$ cat config.mk
export PLATFORM = sky130hd
export DESIGN_NAME = cbud_param
export DESIGN_NICKNAME = d
export VERILOG_FILES = /design/src/rtl/cbud_param.sv
export SDC_FILE = /design/constraint.sdc
export NUM_CORES = 1
export LEC_CHECK = 0
export CORE_MARGIN = 3
export CORE_UTILIZATION = 35
export DETAILED_ROUTE_END_ITERATION = 16
export SLEW_MARGIN = 20
export SYNTH_ARGS = -nofsm -noshare
export SYNTH_HDL_FRONTEND = slang
export SYNTH_SLANG_ARGS = --single-unit
export TNS_END_PERCENT = 100
$ cat constraint.sdc
create_clock -name CLK -period 2.35 [get_ports CLK]
set_input_delay 0.47 -clock CLK [delete_from_list [all_inputs] [get_ports CLK]]
set_output_delay 0.47 -clock CLK [all_outputs]
set_load 0.01 [all_outputs]
$ cat src/rtl/cbud_param.sv
// Cascadable up/down modulo counter with sync clear, preset and clamped load.
// Define CBUD_SAT_EN to saturate at the range ends instead of wrapping.
module cbud_param #(
    parameter int              WIDTH   = 8,
    parameter longint unsigned MODULUS = 64'd1 << WIDTH
) (
    input  logic             CLK,
    input  logic             CS,
    input  logic             SD,
    input  logic             LD,
    input  logic [WIDTH-1:0] D,
    input  logic             EN,
    input  logic             CAI,
    input  logic             DNUP,
    output logic [WIDTH-1:0] Q,
    output logic             CAO,
    output logic             TC,
    output logic             SAT
);

    localparam logic [WIDTH-1:0] MAX_V = WIDTH'(MODULUS - 64'd1);

    logic [WIDTH-1:0] q_d, q_q;
    logic             tc_d, tc_q;
    logic             step;
    logic             at_bound;

    function automatic logic [WIDTH-1:0] next_count(input logic [WIDTH-1:0] cur,
                                                    input logic            down);
        logic [WIDTH-1:0] nxt;
        if (down)
            nxt = (cur == '0) ? MAX_V : cur - WIDTH'(1);
        else
            nxt = (cur == MAX_V) ? '0 : cur + WIDTH'(1);
        return nxt;
    endfunction

    function automatic logic [WIDTH-1:0] clamp_load(input logic [WIDTH-1:0] din);
        return (din > MAX_V) ? MAX_V : din;
    endfunction

    always_comb begin
        step     = CAI && EN;
        at_bound = DNUP ? (q_q == '0) : (q_q == MAX_V);
    end

    // Carry-out ignores CS/SD/LD so a cascade sees the ripple in the same cycle.
    assign CAO = step && at_bound;

    always_comb begin
        q_d  = q_q;
        tc_d = 1'b0;
        if (SD) begin
            q_d = MAX_V;
        end else if (LD) begin
            q_d = clamp_load(D);
        end else if (step) begin
            tc_d = at_bound;
`ifdef CBUD_SAT_EN
            q_d  = at_bound ? q_q : next_count(q_q, DNUP);
`else
            q_d  = next_count(q_q, DNUP);
`endif
        end
    end

    always_ff @(posedge CLK) begin
        if (CS) begin
            q_q  <= '0;
            tc_q <= 1'b0;
        end else begin
            q_q  <= q_d;
            tc_q <= tc_d;
        end
    end

    assign Q  = q_q;
    assign TC = tc_q;

`ifdef CBUD_SAT_EN
    logic sat_d, sat_q;

    // Sticky until an explicit clear, preset or load.
    always_comb begin
        sat_d = sat_q;
        if (SD || LD)
            sat_d = 1'b0;
        else if (step && at_bound)
            sat_d = 1'b1;
    end

    always_ff @(posedge CLK) begin
        if (CS)
            sat_q <= 1'b0;
        else
            sat_q <= sat_d;
    end

    assign SAT = sat_q;
`else
    assign SAT = 1'b0;
`endif

endmodule

==> results of run 1 <==
-- state kept, by name (all words and copies together) (netlist names) --
| signal | cells |
|---|---|
| Q | 8 |
| TC | 1 |
-- area by class of cell --
type,count,area share [%]
Multi-Input combinational cell,99,50.9
Timing Repair Buffer,45,29.5
Sequential cell,9,13.4
Tap cell,30,2.79
Clock buffer,4,1.96
Inverter,5,1.40
-- worst max-delay path by stage --
stage	from	to	slack, ns	cells after the start
global placement	DNUP	CAO	-0.05	5
floorplan	Q[5]$_SDFFE_PP0P_	CAO	0.52	5
CTS	Q[0]$_SDFFE_PP0P_	CAO	0.22	6
global route	Q[0]$_SDFFE_PP0P_	CAO	0.07	6
finish	Q[0]$_SDFFE_PP0P_	CAO	0.20	6
detailed placement	DNUP	CAO	-0.09	5
-- placed cells by master, fill, tap and decap left out, drive strengths merged, types with 2 or more instances in the layout --
cell and count:
a2111oi 2, a211oi 5, a21o 2, a21oi 10
a311oi 4, buf 21, clkbuf 4, clkdlybuf4s50 23
dfxtp 9, ha 3, inv 5, nand2 8
nand2b 6, nand3 7, nor2 9, nor2b 3
nor3 4, nor4 2, nor4b 2, o211ai 2
o21ai 3, o221ai 2, o31a 3, or3 8
xnor2 3
-- kinds of logic (layout without fill, tap and decap cells) --
group | count (synthesis) | count (layout) | share of synthesized area [%]
AO/OA/AOI/OAI | 39 | 39 | 31.6
XOR/XNOR | 3 | 3 | 2.79
adder cells (fa/ha/maj) | 3 | 3 | 3.98
buffers and inverters | 18 | 54 | 9.43
flip-flops | 9 | 9 | 19.1
multiplexers | 1 | 1 | 1.20
other | 1 | 1 | 0.398
AND/OR/NAND/NOR | 52 | 52 | 31.5
-- power by group through the flow --
stage          registers, mW  clock network (mW)  logic, mW
2_1_floorplan          0.184                   0      0.127
3_3_place_gp           0.179                   0      0.227
3_5_place_dp           0.180                   0      0.229
4_1_cts                0.177               0.130      0.232
5_1_grt                0.179               0.139      0.255
6_report               0.177               0.127      0.232
-- metal layers --
layer	vias to the layer above	wire, µm
li1	538	-
met1	502	1310
met2	40	1430
met3	2	185
met4	0	10
met5	-	0
-- metrics by stage --
stage	worst slack, ns	utilization, %	instances	hold WS (ns)
global route	0.0684	53.3	192	0.769
detailed placement	-0.0895	51.8	188	0.675
global placement	-0.0523	51.8	188	0.666
floorplan	0.521	-	126	0.622
finish	0.196	53.3	192	0.708
CTS	0.216	53.3	192	0.702
-- worst min-delay path, stage by stage (launching register included) --
cell and delay [ns]:
sky130_fd_sc_hd__dfxtp_1 0.33, sky130_fd_sc_hd__nand3_1 0.14, sky130_fd_sc_hd__nor3_2 0.06, sky130_fd_sc_hd__inv_1 0.06, sky130_fd_sc_hd__a211oi_1 0.06
==> summary.md, run 1 <==
| Metric | Value |
|---|---|
| Result of the run | complete, no violations |
| Footprint of the multi-input gates | 684 µm² |
| Worst setup slack for register-to-register paths | 0.46 ns |
| Worst hold path startpoint | Q[7]$_SDFFE_PP0P_ |
| Share of the clock period used by the worst path after layout | 91.6% |
| Slew Limit Fails | 0 |
| CTS Buffer Depth | 2 |
| Routed length per instance | 15.3 µm |
| Sequential cell area | 180 µm² |
| Type of the worst setup path | reg -> out |
| Ratio of cells with drive above 1 in the final layout | 21.6% |
| Largest area contributor in the synthesized netlist | sky130_fd_sc_hd__dfxtp_1 |
| DR vias | 1082 |
| Worst Reg2Reg Path Length in Cells | 5 |
| Post-synth EDFFs | 0 |
| Fraction of registers with async set/reset | 0% |
| Number of antenna violations at the first check in global routing | 0 |
| Via/cell ratio | 5.64 |
| Number of clock buffers inserted by TritonCTS | 3 |
| Met3 Resource Use GR | 4.23% |
| Number of flip-flops and latches in the synthesized netlist | 9 |
| Sinks on Clock Net | 9 |
| Final-stage net count | 181 |
| Final total negative setup slack | 0 ns |
| Total Die Area | 3350 µm² |
| Time the final worst path needs with I/O delays and setup | 2.15 ns |
| HPWL after detailed placement | 2290 µm |
| Slowest stage delay, CP | 0.34 ns |
| Number of setup buffers added after CTS | 0 |
| Post-synthesis average cell area | 7.48 µm² |
| Gate count of the mapped netlist | 126 |
| Post-synth net total | 144 |
| Drc violations | 0 |
| Initial core utilization | 37.4% |
| Top fanout value on the critical path | 5 |
| Most common flop cell mapped by yosys | sky130_fd_sc_hd__dfxtp_1 |
| Placer Congestion | 0.905 |
| Hold depth | 4 |
| Post-synthesis cell type count | 43 |
| Clk pwr share | 23.6% |
| GRT Resource Usage Total | 19.1% |
| Via count of the first global-routing pass | 1058 |
| Clock tree root driver cell | sky130_fd_sc_hd__clkbuf_4 |
| Post-route cell area | 1340 µm² |
| CP required | 1.88 ns |
| Cell family with the largest share of critical-path delay | simple AND/OR/NAND/NOR gates |
| # fillers | 249 |
| Share of power burned in registers | 33.1% |
| Combinational share of power | 43.3% |
| Final global-route overflow total | 0 |
| Top-area cell type share of the netlist area | 19.1% |
| Launch point of the worst reg-to-reg path | Q[2]$_SDFFE_PP0P_ |
| Wire length reported by the detailed router | 2940 µm |
| Met1 Usage GRT | 26.1% |
| YS warnings | 0 |
| Worst Setup Start Kind | register |
| Sequential cell area fraction in the yosys report | 19.1% |
| Hold violation count in the final report | 0 |
| Sequence of cells on the critical path | inv_1 > ha_1 > nor4b_2 > nand3_1 > a21oi_1 > dlygate4sd2_1 |
| Vert. Die Dim | 57.9 µm |
| Pin count of the biggest net entering global routing | 15 |
| Antenna Cells | 0 |
| Reg-to-Reg End | Q[7]$_SDFFE_PP0P_ |
| Peak VDD IR | 0.000299 V |
| Kind of path behind the tightest hold check | reg -> reg |
| Initial DRT Pass Iterations | 4 |
| Ranking of synthesized cells by area | sky130_fd_sc_hd__dfxtp_1, sky130_fd_sc_hd__a21oi_1, sky130_fd_sc_hd__a211oi_1 |
| Maximum frequency from static timing analysis | 464 MHz |
| Leakage | 0.483 nW |
| Internal power | 351 µW |
| Met2 track demand over resource | 31.3% |
| CTS tree | yes |
| Switching Share | 34.6% |
| Top post-synthesis cells by count | sky130_fd_sc_hd__a21oi_1, sky130_fd_sc_hd__dfxtp_1, sky130_fd_sc_hd__nor2_1 |
| Standard cell core area | 2520 µm² |
| Number of top-level pins | 26 |
| Dominant cell by count in the synthesized netlist | sky130_fd_sc_hd__a21oi_1 |
| Data arrival time of the critical path | 1.68 ns |
| Type of element capturing the critical path | primary output |
| Switching Power | 186 µW |
| Worst slew margin relative to its limit | 66.8% |
| Row cnt | 18 |
| 1st-iter DRT viols | 44 |
| Worst hold endpoint | TC$_SDFF_PP0_ |
| Layout-stage area growth over the synthesis result | 42.6% |
| Number of gates resized after cts | 3 |
| Final setup fails | 0 |
| Overall power consumption | 536 µW |
| Quantity of hold-fixing buffers added after cts | 0 |
| Synthesized area | 942 µm² |
| Busiest grt layer | met2 |
| Worst Max-Slew Pin Slew | 0.486 ns |
| Number of routed nets with antenna violations | 0 |
| Total power density per cell area | 399 nW/µm² |
| H-tree depth | 1 |
| Post-detailed-placement cell area | 1310 µm² |
| Clock transition time at the flip-flop clock pins of the worst setup and hold paths | 0.06 ns |
| RSZ-0062 raised after global routing | false |
| Cell with the biggest individual delay on the critical path | sky130_fd_sc_hd__dfxtp_1 |
| Wire length of the first global-routing pass | 4970 µm |
| Buffers added on ports | 24 |
| Latest clock arrival within the worst-skew pair | 0.27 ns |
| Maxcap violations | 0 |
| Chip width | 57.9 µm |
| Buffers plus inverters on the worst setup path | 2 |
| Worst Skew | 0.00264 ns |
No activity file was read; power rests on OpenSTA's default activity.
==> run 2: changes to the inputs <==
- RECOVER_POWER: not set -> 25
==> run 2 against run 1 <==
Net effect: largest power group unchanged; highest routed layer unchanged; worst setup slack worse by 0.0061 ns; global-route usage stayed put; core utilization is 0.15 points lower; die area stayed put.
==> summary.md, run 2 (synthesis results as in run 1) <==
| Metric | Value |
|---|---|
| CTS Buffer Depth | 2 (unchanged) |
| Pin count of the biggest net entering global routing | 15 (unchanged) |
| Wire length of the first global-routing pass | 4970 µm (unchanged) |
| Initial core utilization | 37.4% (unchanged) |
| Final total negative setup slack | 0 ns (unchanged) |
| Wire length reported by the detailed router | 2930 µm (was 2940 µm) |
| Initial DRT Pass Iterations | 4 (unchanged) |
| Worst slew margin relative to its limit | 58.9% (was 66.8%) |
| DR vias | 1086 (was 1082) |
| Slew Limit Fails | 0 (unchanged) |
| Latest clock arrival within the worst-skew pair | 0.27 ns (about the same) |
| Number of flip-flops in the largest register | 8 (unchanged) |
| Final setup fails | 0 (unchanged) |
| Worst Setup Start Kind | register (unchanged) |
| HPWL after detailed placement | 2290 µm (unchanged) |
| Fin Hold WS | 0.710 ns (was 0.708 ns) |
| RSZ-0062 raised after global routing | false (unchanged) |
| GRT Resource Usage Total | 19.1% (unchanged) |
| Number of top-level pins | 26 (unchanged) |
| Clock transition time at the flip-flop clock pins of the worst setup and hold paths | 0.07 ns (was 0.06 ns) |
| Maxcap violations | 0 (unchanged) |
| Data arrival time of the critical path | 1.69 ns (was 1.68 ns) |
| Top fanout value on the critical path | 5 (unchanged) |
| Type of element capturing the critical path | primary output (unchanged) |
| Vert. Die Dim | 57.9 µm (unchanged) |
| Placer Congestion | 0.905 (unchanged) |
| CP required | 1.88 ns (about the same) |
| Maximum frequency from static timing analysis | 463 MHz (was 464 MHz) |
| 1st-iter DRT viols | 46 (was 44) |
| Chip width | 57.9 µm (unchanged) |
| Peak VDD IR | 0.000298 V (was 0.000299 V) |
| Ratio of cells with drive above 1 in the final layout | 21.0% (was 21.6%) |
| Type of the worst setup path | reg -> out (unchanged) |
| Hold violation count in the final report | 0 (unchanged) |
| Buffers added on ports | 24 (unchanged) |
| Kind of path behind the tightest hold check | reg -> reg (unchanged) |
| Share of the clock period used by the worst path after layout | 91.9% (was 91.6%) |
| Standard cell core area | 2520 µm² (unchanged) |
| Number of clock buffers inserted by TritonCTS | 3 (unchanged) |
| Routed length per instance | 15.3 µm (about the same) |
| Most common cell after layout, fill and taps aside | sky130_fd_sc_hd__clkdlybuf4s50_1 (unchanged) |
| Number of antenna violations at the first check in global routing | 0 (unchanged) |
| Quantity of hold-fixing buffers added after cts | 0 (unchanged) |
| CTS tree | yes (unchanged) |
| Number of routed nets with antenna violations | 0 (unchanged) |
| Worst Skew | 0.00406 ns (was 0.00264 ns) |
| Layout-stage area growth over the synthesis result | 42.2% (was 42.6%) |
| Time the final worst path needs with I/O delays and setup | 2.16 ns (was 2.15 ns) |
| Leakage | 0.484 nW (was 0.483 nW) |
| Via count of the first global-routing pass | 1058 (unchanged) |
| Via/cell ratio | 5.66 (was 5.64) |
| Total power density per cell area | 399 nW/µm² (about the same) |
| Most frequent cells in the layout | sky130_fd_sc_hd__clkdlybuf4s50_1, sky130_fd_sc_hd__buf_4, sky130_fd_sc_hd__a21oi_1 (unchanged) |
| Worst Max-Slew Pin Slew | 0.617 ns (was 0.486 ns) |
| Row cnt | 18 (unchanged) |
| Result of the run | complete, no violations (unchanged) |
| Final-stage net count | 181 (unchanged) |
| Drc violations | 0 (unchanged) |
| H-tree depth | 1 (unchanged) |
| Clock tree root driver cell | sky130_fd_sc_hd__clkbuf_4 (unchanged) |
| Total Die Area | 3350 µm² (unchanged) |
| Sinks on Clock Net | 9 (unchanged) |
| Final global-route overflow total | 0 (unchanged) |
| Antenna Cells | 0 (unchanged) |
run 2: cell count changes in the layout (fill, tap and decap cells not counted), sizes merged:
cell | before | now
dlygate4sd3 | 0 | 2
buf | 21 | 20
clkbuf | 4 | 5
clkdlybuf4s50 | 23 | 21
run 2: final cells by class:
type,count,area (µm²)
timing repair buffer,45,393
fill,251,1180
multi-input combinational,99,684
tap,30,37.5
clock buffer,4,26.3
inverter,5,18.8
sequential,9,180
run 2: power breakdown:
group / switching, mW / internal, mW
clock: 0.0610 / 0.0657
sequential: 0.0125 / 0.164
combinational: 0.112 / 0.119
total: 0.185 / 0.349
run 2: timing repair:
action	in CTS	in global routing
endpoints found under the setup margin	1	0
setup buffers	0	0
resized for setup	3	0
run 2: stage by stage:
step | util (%) | instances | worst slack [ns] | total power [mW] | instance area [µm²]
CTS | 53.3 | 192 | 0.216 | 0.539 | 1340
finish | 53.1 | 192 | 0.190 | 0.534 | 1340
floorplan | - | 126 | 0.521 | 0.311 | 942
detailed placement | 51.8 | 188 | -0.0895 | 0.409 | 1310
global placement | 51.8 | 188 | -0.0523 | 0.406 | 1310
global route | 53.1 | 192 | 0.0684 | 0.571 | 1340
run 2: worst paths after layout:
path	start	to	slack [ns]	cells after the start
worst min register to register	Q[3]$_SDFFE_PP0P_	TC$_SDFF_PP0_	0.71	4
worst max-delay path	Q[0]$_SDFFE_PP0P_	CAO	0.19	6
worst min-delay path	Q[3]$_SDFFE_PP0P_	TC$_SDFF_PP0_	0.71	4
worst max register to register	Q[2]$_SDFFE_PP0P_	Q[7]$_SDFFE_PP0P_	0.46	5
run 2: critical path: stages, from the launching register on:
cell                            delay [ns]
sky130_fd_sc_hd__dfxtp_1              0.34
sky130_fd_sc_hd__inv_1                0.08
sky130_fd_sc_hd__ha_1                 0.16
sky130_fd_sc_hd__nor4b_2              0.25
sky130_fd_sc_hd__nand3_1              0.16
sky130_fd_sc_hd__a21oi_1              0.15
sky130_fd_sc_hd__dlygate4sd2_1        0.28
run 2: metal layers:
metal / share of wire, % / GRT usage [%]
met2: 49 / 31.3
met5: 0 / 0
met3: 7.3 / 4.23
met4: 0.34 / 2.98
met1: 43 / 26.1
